**src/rtl/fetch_prefetch_queue_if.sv**
```systemverilog
// Handshake bundle between fetch, the I-side memory port, redirect source and decode.
interface fetch_prefetch_queue_if #(
  parameter int unsigned XLEN = 32
);
  logic            redirect_valid;
  logic [XLEN-1:0] redirect_pc;
  logic            mem_read;
  logic [XLEN-1:0] mem_addr;
  logic            mem_resp;
  logic [XLEN-1:0] mem_rdata;
  logic            out_valid;
  logic            out_ready;
  logic [XLEN-1:0] out_pc;
  logic [XLEN-1:0] out_instr;

  modport master (
    input  redirect_valid, redirect_pc, mem_resp, mem_rdata, out_ready,
    output mem_read, mem_addr, out_valid, out_pc, out_instr
  );

  modport slave (
    output redirect_valid, redirect_pc, mem_resp, mem_rdata, out_ready,
    input  mem_read, mem_addr, out_valid, out_pc, out_instr
  );
endinterface

```
**src/rtl/fetch_prefetch_queue.sv**
```systemverilog
// Sequential-PC fetch unit with one outstanding read and a DEPTH-entry {pc, instr} queue.
module fetch_prefetch_queue #(
  parameter int unsigned XLEN     = 32,
  parameter int unsigned DEPTH    = 4,
  parameter logic [31:0] RESET_PC = 32'h0000_0060
) (
  input  logic                    clk,
  input  logic                    rst_n,
  fetch_prefetch_queue_if.master  bus
);
  localparam int unsigned PTR_W = $clog2(DEPTH);
  localparam int unsigned CNT_W = PTR_W + 1;

  localparam logic [1:0] IDLE   = 2'd0;
  localparam logic [1:0] BUSY   = 2'd1;
  localparam logic [1:0] SQUASH = 2'd2;
  localparam logic [1:0] ISSUE  = BUSY;

  logic [1:0]      state, state_d;
  logic [XLEN-1:0] fetch_pc, fetch_pc_d;
  logic [XLEN-1:0] addr_q, addr_d;
  logic [CNT_W-1:0] count;
  logic [PTR_W-1:0] rd_ptr, wr_ptr;
  logic [XLEN-1:0] pc_mem    [DEPTH];
  logic [XLEN-1:0] instr_mem [DEPTH];

  logic            push, pop;
  logic [CNT_W:0]  occ_next;
  logic [XLEN-1:0] pc_plus4;
  logic [XLEN-1:0] redirect_aligned;

  assign push             = (state == BUSY) && bus.mem_resp && !bus.redirect_valid;
  assign pop              = (count != '0) && bus.out_ready && !bus.redirect_valid;
  assign occ_next         = {1'b0, count} + (CNT_W+1)'(push) - (CNT_W+1)'(pop);
  assign pc_plus4         = fetch_pc + XLEN'(4);
  assign redirect_aligned = bus.redirect_pc & ~XLEN'(3);

  assign bus.mem_read  = (state != IDLE);
  assign bus.mem_addr  = addr_q;
  assign bus.out_valid = (count != '0);
  assign bus.out_pc    = pc_mem[rd_ptr];
  assign bus.out_instr = instr_mem[rd_ptr];

  // addr_q is separate from fetch_pc so SQUASH can hold the abandoned address
  // on the bus while fetch_pc already carries the redirect target.
  always_comb begin
    state_d    = state;
    fetch_pc_d = fetch_pc;
    addr_d     = addr_q;
    if (bus.redirect_valid) begin
      fetch_pc_d = redirect_aligned;
      case (state)
        IDLE: begin
          state_d = BUSY;
          addr_d  = redirect_aligned;
        end
        BUSY: begin
          if (bus.mem_resp) begin
            state_d = BUSY;
            addr_d  = redirect_aligned;
          end else begin
            state_d = SQUASH;
          end
        end
        default: begin
          if (bus.mem_resp) begin
            state_d = BUSY;
            addr_d  = redirect_aligned;
          end
        end
      endcase
    end else begin
      case (state)
        IDLE: begin
          if (occ_next < (CNT_W+1)'(DEPTH)) begin
            state_d = BUSY;
            addr_d  = fetch_pc;
          end
        end
        BUSY: begin
          if (bus.mem_resp) begin
            fetch_pc_d = pc_plus4;
            if (occ_next < (CNT_W+1)'(DEPTH)) begin
              addr_d = pc_plus4;
            end else begin
              state_d = IDLE;
            end
          end
        end
        default: begin
          if (bus.mem_resp) begin
            state_d = BUSY;
            addr_d  = fetch_pc;
          end
        end
      endcase
    end
  end

  always_ff @(posedge clk or negedge rst_n) begin
    if (!rst_n) begin
      state    <= ISSUE;
      fetch_pc <= XLEN'(RESET_PC);
      addr_q   <= XLEN'(RESET_PC);
    end else begin
      state    <= state_d;
      fetch_pc <= fetch_pc_d;
      addr_q   <= addr_d;
    end
  end

  always_ff @(posedge clk or negedge rst_n) begin
    if (!rst_n) begin
      count  <= '0;
      rd_ptr <= '0;
      wr_ptr <= '0;
    end else if (bus.redirect_valid) begin
      count  <= '0;
      rd_ptr <= '0;
      wr_ptr <= '0;
    end else begin
      count <= occ_next[CNT_W-1:0];
      if (push) wr_ptr <= wr_ptr + PTR_W'(1);
      if (pop)  rd_ptr <= rd_ptr + PTR_W'(1);
    end
  end

  // Storage is reset so the head reads as zero out of reset.
  always_ff @(posedge clk or negedge rst_n) begin
    if (!rst_n) begin
      for (int unsigned i = 0; i < DEPTH; i++) begin
        pc_mem[i]    <= '0;
        instr_mem[i] <= '0;
      end
    end else if (push) begin
      pc_mem[wr_ptr]    <= fetch_pc;
      instr_mem[wr_ptr] <= bus.mem_rdata;
    end
  end

endmodule

```
**src/flat_wrapper.sv**
```systemverilog
// flat-port wrapper written by rule: the top's interface ports become plain ports
module fetch_prefetch_queue_flat 
#(
  parameter int unsigned XLEN     = 32,
  parameter int unsigned DEPTH    = 4,
  parameter logic [31:0] RESET_PC = 32'h0000_0060
)
  (clk, rst_n, bus_redirect_valid, bus_redirect_pc, bus_mem_resp, bus_mem_rdata, bus_out_ready, bus_mem_read, bus_mem_addr, bus_out_valid, bus_out_pc, bus_out_instr);
  fetch_prefetch_queue_if #(.XLEN(XLEN)) bus_i ();
  input  logic clk;
  input  logic rst_n;
  input wire logic [$bits(bus_i.redirect_valid)-1:0] bus_redirect_valid;
  input wire logic [$bits(bus_i.redirect_pc)-1:0] bus_redirect_pc;
  input wire logic [$bits(bus_i.mem_resp)-1:0] bus_mem_resp;
  input wire logic [$bits(bus_i.mem_rdata)-1:0] bus_mem_rdata;
  input wire logic [$bits(bus_i.out_ready)-1:0] bus_out_ready;
  output wire logic [$bits(bus_i.mem_read)-1:0] bus_mem_read;
  output wire logic [$bits(bus_i.mem_addr)-1:0] bus_mem_addr;
  output wire logic [$bits(bus_i.out_valid)-1:0] bus_out_valid;
  output wire logic [$bits(bus_i.out_pc)-1:0] bus_out_pc;
  output wire logic [$bits(bus_i.out_instr)-1:0] bus_out_instr;
  assign bus_i.redirect_valid = bus_redirect_valid;
  assign bus_i.redirect_pc = bus_redirect_pc;
  assign bus_i.mem_resp = bus_mem_resp;
  assign bus_i.mem_rdata = bus_mem_rdata;
  assign bus_i.out_ready = bus_out_ready;
  assign bus_mem_read = bus_i.mem_read;
  assign bus_mem_addr = bus_i.mem_addr;
  assign bus_out_valid = bus_i.out_valid;
  assign bus_out_pc = bus_i.out_pc;
  assign bus_out_instr = bus_i.out_instr;
  fetch_prefetch_queue #(.XLEN(XLEN), .DEPTH(DEPTH), .RESET_PC(RESET_PC)) u_core (.clk(clk), .rst_n(rst_n), .bus(bus_i));
endmodule
```
**config.mk**
```make
export PLATFORM = sky130hd
export DESIGN_NAME = fetch_prefetch_queue_flat
export DESIGN_NICKNAME = d
export VERILOG_FILES = /design/src/rtl/fetch_prefetch_queue_if.sv /design/src/rtl/fetch_prefetch_queue.sv /design/src/flat_wrapper.sv
export SDC_FILE = /design/constraint.sdc
export NUM_CORES = 1
export LEC_CHECK = 0
export CAP_MARGIN = 20
export CORE_MARGIN = 2
export CORE_UTILIZATION = 50
export CTS_CLUSTER_DIAMETER = 80
export DETAILED_ROUTE_END_ITERATION = 12
export PLACE_DENSITY = 0.72
export SYNTH_ARGS = -nofsm -noshare
export SYNTH_HDL_FRONTEND = slang
export SYNTH_SLANG_ARGS = --single-unit
```
**constraint.sdc**
```tcl
create_clock -name clk -period 3.3 [get_ports clk]
set_input_delay 0.66 -clock clk [delete_from_list [all_inputs] [get_ports clk]]
set_output_delay 0.66 -clock clk [all_outputs]
set_load 0.01 [all_outputs]
```
**After elaboration in Yosys (flattened, before gate mapping)**

Index checks and enable logic that the tools add are counted.

- Bits in registers: 329

- $add $sub $neg: 5
- Order comparisons: 4
- Eq/ne operators: 5
- Muxes and demuxes: 34
- Bitwise operators: 2
- Reductions and logical operators: 17

Operators with widths:

| kind | count |
|---|---|
| two-way mux 32 bit | 15 |
| bitwise mux 128 bit | 2 |
| binary-select mux 32 bit (select 2 bit) | 2 |
| demux 32 bit (select 2 bit) | 1 |
| case mux 32 bit (2 select lines) | 1 |
| adder 32 x 3 -> 32 bit (second input constant) | 1 |
| two-way mux 2 bit | 10 |
| nonzero test 2 bit | 6 |
| inequality test 3 bit (second input constant) | 3 |
| case mux 2 bit (2 select lines) | 2 |
| greater-or-equal comparator 3 bit (second input constant) | 2 |
| NOT 2 -> 3 bit | 2 |
| logical AND 1 bit | 5 |
| adder 2 x 1 -> 2 bit (second input constant) | 2 |
| adder 3 x 1 -> 4 bit | 1 |
| less-than comparator 4 x 3 -> 1 bit (second input constant) | 1 |
| AND reduction 4 bit | 1 |
| subtractor 4 x 1 -> 4 bit | 1 |
| less-than comparator 3 x 1 -> 1 bit (second input constant) | 1 |
| two-way mux 3 bit | 1 |
| inequality test 3 x 2 -> 1 bit (second input constant) | 1 |
| AND reduction 3 bit | 1 |
| nonzero test 3 bit | 1 |
| == test 2 x 1 -> 1 bit (second input constant) | 1 |
| other kinds (3) | 3 |

**Depth between registers and ports, before layout**

- Depth in word-level cells: 10
- Depth in mapped cells: 14
- Mapped depth without buffers: 13

**Worst setup path before layout**

OpenSTA, ideal clock, no wires.

- Path kind: in2reg
- Start point: in bus_redirect_valid
- End point: reg u_core.addr_q[29], in the netlist u_core.bus.mem_addr[29]
- Arrival: 3475 ps
- Setup slack: -301 ps
- Cell stages on the path: 14
- Cells stage by stage: buf_2 > buf_1 > buf_1 > nor2_1 > ha_1 > inv_1 > ha_1 > fa_1 > nor2_1 > a211oi_1 > o21ai_2 > nand2_2 > buf_6 > a221o_1

- Cells in the longest elaborated chain, start to end: 7
- Elaborated cells between the ends (all ways): 11
- Those cells by class: add/sub (2); order compare (1); eq/ne (3); mux (1); reduce/logical (4)

Ends and longest elaborated chain:

| what | line | source |
|---|---|---|
| start: declaration | flat_wrapper.sv:12 | `input wire logic [$bits(bus_i.redirect_valid)-1:0] bus_redirect_valid;` |
| zero test 1 bit | fetch_prefetch_queue.sv:32, fetch_prefetch_queue.sv:33 |  |
| logical AND 1 bit | fetch_prefetch_queue.sv:32 | `assign push = (state == BUSY) && bus.mem_resp && !bus.redirect_valid;` |
| adder 3 x 1 -> 4 bit | fetch_prefetch_queue.sv:34 | `assign occ_next = {1'b0, count} + (CNT_W+1)'(push) - (CNT_W+1)'(pop);` |
| subtractor 4 x 1 -> 4 bit | fetch_prefetch_queue.sv:34 |  |
| less-than comparator 4 x 3 -> 1 bit | fetch_prefetch_queue.sv:75, fetch_prefetch_queue.sv:83 |  |
| inequality test 3 bit (no line) / inequality test 3 x 2 -> 1 bit (equally long branches) | - |  |
| AND reduction 4 bit (no line) | - |  |
| end signal: assignment | fetch_prefetch_queue.sv:104 | `addr_q <= XLEN'(RESET_PC);` |
| end signal: assignment | fetch_prefetch_queue.sv:108 | `addr_q <= addr_d;` |
| end: declaration | fetch_prefetch_queue.sv:21 | `logic [XLEN-1:0] addr_q, addr_d;` |

Several ways; a longest one is shown, not always the timed one.
A chain may end at the register's enable or synchronous reset.

**Worst setup path after layout**

- Start point: reg u_core.rd_ptr[0]
- End point: out bus_out_instr[31]

- Cells in the longest elaborated chain, start to end: 4

Ends and longest elaborated chain:

| what | line | source |
|---|---|---|
| start: declaration | fetch_prefetch_queue.sv:23 | `logic [PTR_W-1:0] rd_ptr, wr_ptr;` |
| start signal: assignment | fetch_prefetch_queue.sv:124 | `if (pop) rd_ptr <= rd_ptr + PTR_W'(1);` |
| NOT 2 -> 3 bit (implied by the code) | fetch_prefetch_queue.sv:42 | `assign bus.out_instr = instr_mem[rd_ptr];` |
| binary-select mux 32 bit (select 2 bit) | fetch_prefetch_queue.sv:42 |  |
| two-way mux 32 bit (implied by the code) (2 in series) | fetch_prefetch_queue.sv:42 |  |
| end: declaration | flat_wrapper.sv:21 | `output wire logic [$bits(bus_i.out_instr)-1:0] bus_out_instr;` |

Every way passes these cells. The select of a mux whose other input is x is not followed.

==> flow_metrics.tcl <==
set metrics [dict create \
    grt_pass1_vias 9932 \
    yosysSeqAreaShare 0.524 \
    finalSetupViolations 0 \
    core_mm2 0.0298 \
    portBuffers 162 \
    synth_top_family_by_area "multiplexers" \
    ys_types 59 \
    cap_violations 0 \
    filler_cell_count 2269 \
    synth_edf_count 0 \
    cts_resized 0 \
    slowest_stage "dfrtp_4" \
    start_util 0.510 \
    skew_ns 0.0184 \
    grt_pass1_wl_um 55500 \
    synth_xor_area_frac 0.0329 \
    worstPathRequired_ns 2.64 \
    critPathTopFamily "buffers and inverters" \
    yosysWarnings 0 \
    syn-cell-area_mm2 0.0152 \
    r2r_setup_slack_ns 0.45 \
    leakagePower_nw 8.14 \
    drt-total-wl_um 34200 \
    reg2reg_to "u_core.bus.mem_addr[8]$_DFFE_PN0P_" \
    cpPeakStageDelay_ns 0.63 \
    critPathBufInv 2 \
    syn2layout_area_growth_pct 21.3 \
    drive_gt1_frac 0.255 \
    ys_ff_latch 318 \
    clk_latency_ns 0.51 \
    cts_buffer_depth 3 \
    nets 1304 \
    drc 0 \
    ys_dominant_reg_cell "dfrtp_1" \
    synthAdderAreaFrac 0.00873 \
    worstSetupStartpointType "register" \
    crit_path_start "u_core.rd_ptr[0]$_DFFE_PN0P_" \
    initialDrtViolationCount 587 \
    post-cts-setup-buffers 0 \
    cts_hold_buf 0 \
    dp_hpwl_um 22700 \
    timing.rr.start "u_core.state[0]$_DFFE_PN1P_" \
    hold_viol 0 \
    finalInstanceArea_mm2 0.0184 \
    syn_area_per_cell_um2 14.1 \
    synth_compound_area_frac 0.0332 \
    crit_chain "buf_4, mux4_2, clkdlybuf4s50_1" \
    post-route-util 0.619 \
    clk_pin_slew_ns 0.06 \
    cts-htree-levels 2 \
    cp-end-kind "output port" \
    power_mw 15.2 \
    synth.area.mux_share 0.299 \
    ir_drop_mv 0.528 \
    clock_sinks 318 \
    hold_path.class "in2async" \
    die_area_mm2 0.0318 \
    tightest_slew_ns 0.712 \
    relSlewSlack 0.522 \
    drv_slew 0 \
    yosys.area_share.simple 0.0664 \
    dr_total_vias 9362 \
    chipWidth_um 178 \
    max_freq_mhz 315 \
    track_usage 0.225 \
    holdWs_ns 0.127 \
    via_per_inst 5.72 \
    die_h_um 178 \
    boundaryPins 167 \
    synth_cells 1074 \
    r2r_cells 11 \
    cp_max_fo 13 \
    crit_type "reg2out" \
    antenna_left 0 \
    setup_tns_ns 0 \
    dr.pass1.iters 4 \
    antenna_found_initial 2 \
    rows 63 \
    cts_tree "built" \
    min_period_ns 3.18 \
    grt_max_degree 81 \
    synthArstFlopShare 1.00 \
    dpl_cell_area_mm2 0.0173 \
    numCtsBuffers 34 \
    status "finished, final reports clean" \
    arrival_ns 2.52 \
    fin_crit_sh 0.963 \
    avgRoutedWirePerCell_um 20.9 \
    clockRootBuffer "clkbuf_16" \
    rsz0062_at_grt "false" \
    p_per_area_mw_per_mm2 825 \
    overflow 0 \
    place.gp.congestion 0.844 \
]
-- layout make-up --
cell class              count  area [µm²]  share of cell area
flip-flops and latches    318        7970               0.432
well taps                 390         488              0.0265
clock buffers              51        1020              0.0553
multi-input cells         652        6700               0.363
repair buffers            206        2120               0.115
diodes                      2        5.00            0.000271
clock inverters             6        87.6             0.00475
inverters                  13        48.8             0.00265
-- synthesized netlist by cell type (2+ instances only) --
cell	number	area, µm²
a22o_1	2	17.5
buf_4	13	97.6
o21ai_1	5	25.0
dfstp_2	5	131
buf_1	5	18.8
mux4_2	62	1400
and3_1	4	25.0
nor2_1	27	101
clkbuf_1	26	97.6
nand2_2	3	18.8
nor2b_1	5	31.3
and4_1	4	35.0
o21ai_0	21	105
mux2_2	130	1460
a21oi_1	22	110
a211oi_1	6	45.0
nand2_1	26	97.6
mux2_1	143	1610
ha_1	9	113
a221o_1	4	40.0
dfrtp_1	313	7830
nor4_4	3	63.8
nand4_1	19	119
o21a_1	4	30.0
or3_4	2	22.5
nand3_1	16	80.1
nor4_1	7	43.8
a31oi_1	3	18.8
inv_1	12	45.0
and2_1	6	37.5
buf_2	42	210
nor3_1	21	105
xor2_1	33	289
mux2i_1	7	70.1
nand2_4	4	45.0
xnor2_1	24	210
o31ai_1	6	45.0
nor3_2	2	20.0
buf_6	6	67.6
a211oi_2	3	37.5
-- cells in the final DEF, fill, tap and decap left out, types with 6 or more instances in the layout --
| cell type | Yosys | layout |
|---|---|---|
| a211oi_1 | 6 | 6 |
| a21oi_1 | 22 | 22 |
| and2_1 | 6 | 6 |
| buf_12 | 0 | 13 |
| buf_4 | 13 | 31 |
| clkbuf_1 | 26 | 10 |
| clkbuf_16 | 0 | 37 |
| clkdlybuf4s50_1 | 0 | 161 |
| dfrtp_1 | 313 | 311 |
| ha_1 | 9 | 9 |
| inv_1 | 12 | 12 |
| mux2_1 | 143 | 143 |
| mux2_2 | 130 | 130 |
| mux2i_1 | 7 | 7 |
| mux4_2 | 62 | 62 |
| nand2_1 | 26 | 26 |
| nand3_1 | 16 | 16 |
| nand4_1 | 19 | 19 |
| nor2_1 | 27 | 27 |
| nor3_1 | 21 | 20 |
| nor4_1 | 7 | 7 |
| o21ai_0 | 21 | 21 |
| o31ai_1 | 6 | 6 |
| xnor2_1 | 24 | 24 |
| xor2_1 | 33 | 33 |
-- worst register-to-register path, delay by kind of cell (launching register included) --
kind | cells | cell delay, ns
buffers and inverters | 1 | 0.18
adder cells (fa/ha/maj) | 2 | 0.41
AO/OA/AOI/OAI | 2 | 0.43
AND/OR/NAND/NOR | 5 | 0.72
flip-flops | 1 | 0.63
multiplexers | 1 | 0.35
-- per-layer routing --
| layer | vias to the layer above | wire [µm] | track usage |
|---|---|---|---|
| met1 | 4893 | 15200 | 0.317 |
| met4 | 0 | 840 | 0.0671 |
| li1 | 4227 | - | - |
| met5 | - | 0 | 0 |
| met3 | 52 | 1430 | 0.0337 |
| met2 | 190 | 16700 | 0.362 |
-- cells by family (layout without fill, tap and decap cells) --
group | count (synthesis) | after routing
fa+ha+maj | 10 | 10
other cells | 1 | 4
buf+inv | 105 | 276
xor+xnor | 57 | 57
flops | 318 | 318
mux | 342 | 342
simple gates | 161 | 161
compound gates | 80 | 80
-- how the worst max path moves through the flow --
stage | end | depth (start not counted)
final | bus_out_instr[31] | 3
after global routing | bus_out_instr[31] | 3
after CTS | bus_out_instr[31] | 3
after detailed placement | u_core.bus.mem_addr[27]$_DFFE_PN0P_ | 13
after global placement | u_core.bus.mem_addr[29]$_DFFE_PN0P_ | 12
after floorplan | u_core.bus.mem_addr[29]$_DFFE_PN0P_ | 14
-- sequential cells by signal, summed over array words and instances (netlist names) --
name	flops
u_core.bus.mem_addr	31
u_core.fetch_pc	30
u_core.pc_mem	120
u_core.state	2
u_core.rd_ptr	2
u_core.instr_mem	128
u_core.wr_ptr	2
u_core.count	3
-- per-stage QoR --
stage	setup slack, ns	instances
after floorplan	0.0279	1075
after global placement	0.0780	1579
after detailed placement	0.0614	1579
after CTS	0.0361	1636
after global routing	0.0164	1637
final	0.123	1638
-- where the power goes --
part / internal, mW / switching [mW] / total (mW) / leakage (nW)
Combinational: 3.26 / 2.12 / 5.39 / 3.55
Clock: 2.29 / 1.49 / 3.78 / 0.529
Sequential: 5.19 / 0.844 / 6.04 / 4.06
No activity file was read; power rests on OpenSTA's default activity.
